===== config.mk =====
export PLATFORM = sky130hd
export DESIGN_NAME = dcache_mem_stage_flat
export DESIGN_NICKNAME = d
export VERILOG_FILES = /design/src/rtl/dcache_mem_stage_if.sv /design/src/rtl/dcache_mem_stage.sv /design/src/flat_wrapper.sv
export SDC_FILE = /design/constraint.sdc
export NUM_CORES = 1
export LEC_CHECK = 0
export ABC_AREA = 1
export BUFFER_PORTS_ARGS = -buffer_cell sky130_fd_sc_hd__clkbuf_2
export CAP_MARGIN = 10
export CORE_AREA = 3 3 138 274
export DETAILED_ROUTE_END_ITERATION = 7
export DIE_AREA = 0 0 141 277
export HOLD_SLACK_MARGIN = 0.05
export PLACE_DENSITY = 0.62
export SLEW_MARGIN = 20
export SYNTH_ARGS = -nofsm -noshare
export SYNTH_HDL_FRONTEND = slang
export SYNTH_SLANG_ARGS = --single-unit
export TNS_END_PERCENT = 50

===== constraint.sdc =====
create_clock -name clk -period 9.64 [get_ports clk]
set_clock_uncertainty 0.15 [all_clocks]
set_input_delay 2.892 -clock clk [delete_from_list [all_inputs] [get_ports clk]]
set_output_delay 2.892 -clock clk [all_outputs]
set_load 0.02 [all_outputs]

===== src/rtl/dcache_mem_stage_if.sv =====
// Bus bundle between the MEM-stage data cache, the pipeline registers and the shared memory.
// The slave view is the cache; the master view is the pipeline plus memory around it.
interface dcache_mem_stage_if #(
  parameter int LINE_WORDS = 4
);
  logic                     cpu_read;
  logic                     cpu_write;
  logic [15:0]              cpu_addr;
  logic [15:0]              cpu_wdata;
  logic [15:0]              cpu_rdata;
  logic                     stall_mem;
  logic                     mem_read;
  logic                     mem_write;
  logic [15:0]              mem_addr;
  logic [15:0]              mem_wdata;
  logic [16*LINE_WORDS-1:0] mem_rdata;
  logic                     mem_ready;
  logic [15:0]              hit_count;
  logic [15:0]              miss_count;

  modport slave (
    input  cpu_read, cpu_write, cpu_addr, cpu_wdata, mem_rdata, mem_ready,
    output cpu_rdata, stall_mem, mem_read, mem_write, mem_addr, mem_wdata,
           hit_count, miss_count
  );

  modport master (
    output cpu_read, cpu_write, cpu_addr, cpu_wdata, mem_rdata, mem_ready,
    input  cpu_rdata, stall_mem, mem_read, mem_write, mem_addr, mem_wdata,
           hit_count, miss_count
  );
endinterface


===== src/rtl/dcache_mem_stage.sv =====
// Direct-mapped, write-through, no-write-allocate data cache for the MEM stage.
// Read hits complete combinationally; misses fill a whole line from the shared memory.
module dcache_mem_stage #(
  parameter int LINES      = 4,
  parameter int LINE_WORDS = 4
) (
  input  logic               clk,
  input  logic               reset,
  dcache_mem_stage_if.slave  bus
);
  localparam int IDX_W = $clog2(LINES);
  localparam int OFF_W = $clog2(LINE_WORDS);
  localparam int TAG_W = 16 - IDX_W - OFF_W;

  typedef enum logic [1:0] {
    IDLE  = 2'd0,
    FILL  = 2'd1,
    WRITE = 2'd2,
    DONE  = 2'd3
  } state_t;

  state_t             state_q, state_d;
  logic [LINES-1:0]   valid_q, valid_d;
  logic [TAG_W-1:0]   tag_q  [LINES];
  logic [15:0]        data_q [LINES][LINE_WORDS];

  logic               mem_read_q, mem_read_d;
  logic               mem_write_q, mem_write_d;
  logic [15:0]        mem_addr_q, mem_addr_d;
  logic [15:0]        mem_wdata_q, mem_wdata_d;
  logic [15:0]        hit_count_q, hit_count_d;
  logic [15:0]        miss_count_q, miss_count_d;

  logic [OFF_W-1:0]   off;
  logic [IDX_W-1:0]   idx;
  logic [TAG_W-1:0]   tag;
  logic               hit;
  logic               fill_en;
  logic               wr_en;
  logic               stall;

  assign off = bus.cpu_addr[OFF_W-1:0];
  assign idx = bus.cpu_addr[OFF_W +: IDX_W];
  assign tag = bus.cpu_addr[15 -: TAG_W];
  assign hit = valid_q[idx] && (tag_q[idx] == tag);

  always_comb begin
    state_d      = state_q;
    valid_d      = valid_q;
    mem_read_d   = mem_read_q;
    mem_write_d  = mem_write_q;
    mem_addr_d   = mem_addr_q;
    mem_wdata_d  = mem_wdata_q;
    hit_count_d  = hit_count_q;
    miss_count_d = miss_count_q;
    fill_en      = 1'b0;
    wr_en        = 1'b0;
    stall        = 1'b0;

    unique case (state_q)
      IDLE: begin
        // A store wins over a simultaneous load.
        if (bus.cpu_write) begin
          stall = 1'b1;
          if (hit) hit_count_d  = hit_count_q + 16'd1;
          else     miss_count_d = miss_count_q + 16'd1;
          mem_write_d = 1'b1;
          mem_addr_d  = bus.cpu_addr;
          mem_wdata_d = bus.cpu_wdata;
          state_d     = WRITE;
        end else if (bus.cpu_read) begin
          if (hit) begin
            hit_count_d = hit_count_q + 16'd1;
          end else begin
            stall        = 1'b1;
            miss_count_d = miss_count_q + 16'd1;
            mem_read_d   = 1'b1;
            mem_addr_d   = {bus.cpu_addr[15:OFF_W], {OFF_W{1'b0}}};
            state_d      = FILL;
          end
        end
      end
      FILL: begin
        stall = 1'b1;
        if (bus.mem_ready) begin
          mem_read_d   = 1'b0;
          fill_en      = 1'b1;
          valid_d[idx] = 1'b1;
          state_d      = DONE;
        end
      end
      WRITE: begin
        stall = 1'b1;
        if (bus.mem_ready) begin
          mem_write_d = 1'b0;
          wr_en       = hit;
          state_d     = DONE;
        end
      end
      DONE: begin
        state_d = IDLE;
      end
      default: begin
        state_d = IDLE;
      end
    endcase
  end

  always_ff @(posedge clk or posedge reset) begin
    if (reset) begin
      state_q      <= IDLE;
      valid_q      <= '0;
      mem_read_q   <= 1'b0;
      mem_write_q  <= 1'b0;
      mem_addr_q   <= '0;
      mem_wdata_q  <= '0;
      hit_count_q  <= '0;
      miss_count_q <= '0;
    end else begin
      state_q      <= state_d;
      valid_q      <= valid_d;
      mem_read_q   <= mem_read_d;
      mem_write_q  <= mem_write_d;
      mem_addr_q   <= mem_addr_d;
      mem_wdata_q  <= mem_wdata_d;
      hit_count_q  <= hit_count_d;
      miss_count_q <= miss_count_d;
    end
  end

  // Tag and data arrays carry no reset; the valid bits alone make them meaningful.
  always_ff @(posedge clk) begin
    if (fill_en) begin
      tag_q[idx] <= tag;
      for (int w = 0; w < LINE_WORDS; w++) begin
        data_q[idx][w] <= bus.mem_rdata[16*w +: 16];
      end
    end else if (wr_en) begin
      data_q[idx][off] <= bus.cpu_wdata;
    end
  end

  assign bus.cpu_rdata  = data_q[idx][off];
  assign bus.stall_mem  = stall;
  assign bus.mem_read   = mem_read_q;
  assign bus.mem_write  = mem_write_q;
  assign bus.mem_addr   = mem_addr_q;
  assign bus.mem_wdata  = mem_wdata_q;
  assign bus.hit_count  = hit_count_q;
  assign bus.miss_count = miss_count_q;
endmodule

===== src/flat_wrapper.sv =====
// flat-port wrapper written by rule: the top's interface ports become plain ports
module dcache_mem_stage_flat 
#(
  parameter int LINES      = 4,
  parameter int LINE_WORDS = 4
)
  (clk, reset, bus_cpu_read, bus_cpu_write, bus_cpu_addr, bus_cpu_wdata, bus_mem_rdata, bus_mem_ready, bus_cpu_rdata, bus_stall_mem, bus_mem_read, bus_mem_write, bus_mem_addr, bus_mem_wdata, bus_hit_count, bus_miss_count);
  dcache_mem_stage_if #(.LINE_WORDS(LINE_WORDS)) bus_i ();
  input  logic clk;
  input  logic reset;
  input wire logic [$bits(bus_i.cpu_read)-1:0] bus_cpu_read;
  input wire logic [$bits(bus_i.cpu_write)-1:0] bus_cpu_write;
  input wire logic [$bits(bus_i.cpu_addr)-1:0] bus_cpu_addr;
  input wire logic [$bits(bus_i.cpu_wdata)-1:0] bus_cpu_wdata;
  input wire logic [$bits(bus_i.mem_rdata)-1:0] bus_mem_rdata;
  input wire logic [$bits(bus_i.mem_ready)-1:0] bus_mem_ready;
  output wire logic [$bits(bus_i.cpu_rdata)-1:0] bus_cpu_rdata;
  output wire logic [$bits(bus_i.stall_mem)-1:0] bus_stall_mem;
  output wire logic [$bits(bus_i.mem_read)-1:0] bus_mem_read;
  output wire logic [$bits(bus_i.mem_write)-1:0] bus_mem_write;
  output wire logic [$bits(bus_i.mem_addr)-1:0] bus_mem_addr;
  output wire logic [$bits(bus_i.mem_wdata)-1:0] bus_mem_wdata;
  output wire logic [$bits(bus_i.hit_count)-1:0] bus_hit_count;
  output wire logic [$bits(bus_i.miss_count)-1:0] bus_miss_count;
  assign bus_i.cpu_read = bus_cpu_read;
  assign bus_i.cpu_write = bus_cpu_write;
  assign bus_i.cpu_addr = bus_cpu_addr;
  assign bus_i.cpu_wdata = bus_cpu_wdata;
  assign bus_i.mem_rdata = bus_mem_rdata;
  assign bus_i.mem_ready = bus_mem_ready;
  assign bus_cpu_rdata = bus_i.cpu_rdata;
  assign bus_stall_mem = bus_i.stall_mem;
  assign bus_mem_read = bus_i.mem_read;
  assign bus_mem_write = bus_i.mem_write;
  assign bus_mem_addr = bus_i.mem_addr;
  assign bus_mem_wdata = bus_i.mem_wdata;
  assign bus_hit_count = bus_i.hit_count;
  assign bus_miss_count = bus_i.miss_count;
  dcache_mem_stage #(.LINES(LINES), .LINE_WORDS(LINE_WORDS)) u_core (.clk(clk), .reset(reset), .bus(bus_i));
endmodule

==> out/results.txt <==
routed wl met3 = 2630 um
Syn. warnings = 0
Synth async-reset ratio = 19.1%
routed vias = 11,852
clock network fraction of total power = 33.0%
Fmax achieved = 118 MHz
Starting Density = 44.9%
Avg Cell Area, Syn = 11.1 sq um
Worst Setup Start Kind = input pin
Post-Syn Instances = 1,453
gr usage total = 24.5%
wl on met1 = 17,100 um
port bufs = 183
status = finished clean
Post-DP HPWL = 33,500 um
grt ovf = 0
DRT Pass-1 Iters = 5
Total Power = 4220 uW
max cap viols = 0
HP Start = u_core.valid_q[3]
post-route setup slack = 1190 ps
CP delay by family, top = simple AND/OR/NAND/NOR gates
fillcell total = 3,162
P_leak = 0.00749 uW
CTS Root Cell = clkbuf_16
FF+latch area = 10,900 sq um
worst path required time = 6600 ps
most frequent cell after synthesis = nand2_1
post-synthesis net count = 1,560
initial antenna violation count = 1
Cell Area, Synth = 16,100 sq um
Synth area leader = edfxtp_1
Seq/Total Area, Yosys = 67.8%
Main synth FF type = edfxtp_1
top-area cell type share of the netlist area = 56.6%
Peak VDD IR = 0.159 mV
CP startpoint = bus_cpu_addr[2]
post-place instance area = 17,600 sq um
Seq cells post-synth = 376
I/O pin cnt = 184
CP arrival = 5410 ps
multi-input logic area = 4640 sq um
WL final = 48,500 um
pre-CTS setup slack = 1200 ps
CTS sink count = 376
Iteration-0 DRC Markers = 946
crit path max fanout = 42
Longest Clk Path Bufs = 3
Die Y = 277 um
Synth area leaders = edfxtp_1 57%, dfrtp_1 11%, nand2_1 10%, nand3_1 5.5%, a22oi_1 3.0%
reg2reg start = u_core.state_q[0]
cells along the critical path = buf_4, buf_4, nand2_1, nand2_1, nand2_1, nand3b_1, nand2_1, nand3_1, nor2_1, nand2_2, nand3_2, nand3_1, nand2_1, inv_1, clkbuf_2
hold slack = 307 ps
synth cell count leaders = 429 x nand2_1, 304 x edfxtp_1, 176 x nand3_1
number of global-route vias before repair = 11,824
worst skew pair latency = 530 ps
Net Sw Frac = 29.5%
Setup-failing EPs final = 0
Crit path top cell by count = nand2_1
CP Class = in2out
Crit. End Element = primary output
final antenna-violating net count = 0
post_cts resized = 0
Hold Buf Count CTS = 0
RSZ-0062 raised after global routing = false
gpl congestion = 0.924
Hold/Removal Path Class = reg2reg
Post-CTS Repair Setup Buffers = 0
Avg WL per Cell = 23.0 um
Vias per Instance = 5.62
Die ar. = 39,100 sq um
post-synth cell types = 34
Layout area overhead = 16.2%
slowest CP cell = buf_4
Max Used Layer = met4
sequential share of power = 47.7%
# rows = 98
core area = 35,900 sq um
Critical path buffers and inverters = 4
Final Hold Viols = 0
H-Tree Depth = 2
switching power = 1240 uW
DRC Markers = 0
Pwr Density = 226 nW/um^2
first-pass GRT wire length = 71,800 um
pin count of the biggest net entering global routing = 73
Reg clk slew, reported paths = 60 ps
max incr delay on CP = 510 ps
Slew Limit Fails = 0
Final #Nets = 1,740
fin crit period = 8450 ps
max_slew headroom = 32.9%
Comb pwr share = 19.3%
Post-synth EDFFs = 304
setup_tns = 0 ps
CTS tree = done
Die Width = 141 um
Tcrit/Tclk final = 87.6%
Slew @ Worst Pin = 1000 ps
P_int = 2980 uW
number of CTS-inserted buffers = 35
Final Cell Area = 18,700 sq um
layout cells sized above 1 = 18.6%
metal2 WL = 25,700 um
power by group through the flow:
stage          combinational, uW  sequential [uW]  clock [uW]
3_5_place_dp                 818             2050           0
4_1_cts                      822             2020        1410
2_1_floorplan                398             2150           0
5_1_grt                      892             2030        1470
3_3_place_gp                 806             2040           0
6_report                     814             2020        1400
flip-flops by register name (all words and copies together) (netlist names):
| signal | flops |
|---|---|
| u_core.data_q | 256 |
| u_core.tag_q | 48 |
| u_core.bus.hit_count | 16 |
| u_core.bus.mem_addr | 16 |
| u_core.bus.mem_wdata | 16 |
| u_core.bus.miss_count | 16 |
| u_core.valid_q | 4 |
| u_core.state_q | 2 |
| u_core.bus.mem_read | 1 |
| u_core.bus.mem_write | 1 |
cells by family (layout without fill, tap and decap cells):
kind of cell,Yosys count,count (layout),share of synthesized area (%)
flip-flops,376,376,67.8
other,0,1,0
adder cells (fa/ha/maj),6,6,0.466
AO/OA/AOI/OAI,186,186,6.87
AND/OR/NAND/NOR,694,694,18.6
buffers and inverters,151,355,3.82
multiplexers,15,15,1.05
XOR/XNOR,25,25,1.36
area by class of cell:
type,instances,area share (%)
repair buffers,213,6.10
flip-flops and latches,376,58.3
clock inverters,16,0.928
clock buffers,45,5.20
multi-input cells,926,24.8
diodes,1,0.0134
inverters,81,1.65
well taps,450,3.01
path summary, 6_finish.rpt:
kind                                                 to  slack (ps)  depth (start not counted)
worst min-delay path                  u_core.valid_q[3]         310                          2
worst max register to register     u_core.data_q[2][59]        5770                          7
max in group asynchronous        u_core.bus.mem_addr[2]        6220                          3
worst max-delay path                      bus_stall_mem        1190                         15
worst min register to register        u_core.valid_q[3]         310                          2
min in group asynchronous       u_core.bus.mem_wdata[0]        2490                          3
through the flow:
stage,std cells,utilization [%]
global route,2108,52.1
CTS,2107,52.1
finish,2108,52.1
floorplan,1453,-
global placement,2046,48.9
detailed placement,2046,48.9
cells in the final DEF (no fill, tap or decap), types with 3 or more instances in the layout:
cell,Yosys,layout
nand4_1,25,25
a21oi_4,0,4
nor2_1,36,34
o21bai_1,3,3
inv_2,4,5
nand2_1,429,429
inv_1,74,73
o21ai_0,30,30
clkbuf_2,0,181
nand2_2,4,4
ha_1,6,6
dfrtp_1,72,72
buf_4,3,31
nand3b_1,3,3
clkinv_1,2,3
clkbuf_8,0,4
mux2_2,15,15
edfxtp_1,304,304
bufinv_16,0,3
nand3_1,176,176
o21ai_1,66,66
xnor2_1,9,9
a21oi_1,19,13
clkbuf_16,0,36
a22oi_1,64,64
or2_2,3,3
clkinv_2,0,7
clkbuf_1,35,5
nor4_1,4,4
nor3_1,9,9
nand3_4,4,4
xor2_1,16,16
metal layers:
layer | up-vias | GRT usage, %
li1 | 5460 | -
met1 | 5792 | 27.8
met2 | 488 | 44.2
met3 | 112 | 2.30
met4 | 0 | 14.0
met5 | - | 0
worst reg2reg max path, delay by kind of cell (launching register included):
kind / cells / cell delay [ps]
AND/OR/NAND/NOR: 3 / 1390
flip-flops: 1 / 430
buffers and inverters: 2 / 450
AO/OA/AOI/OAI: 1 / 930
adder cells (fa/ha/maj): 1 / 170
(Power assumes the default switching activity.)
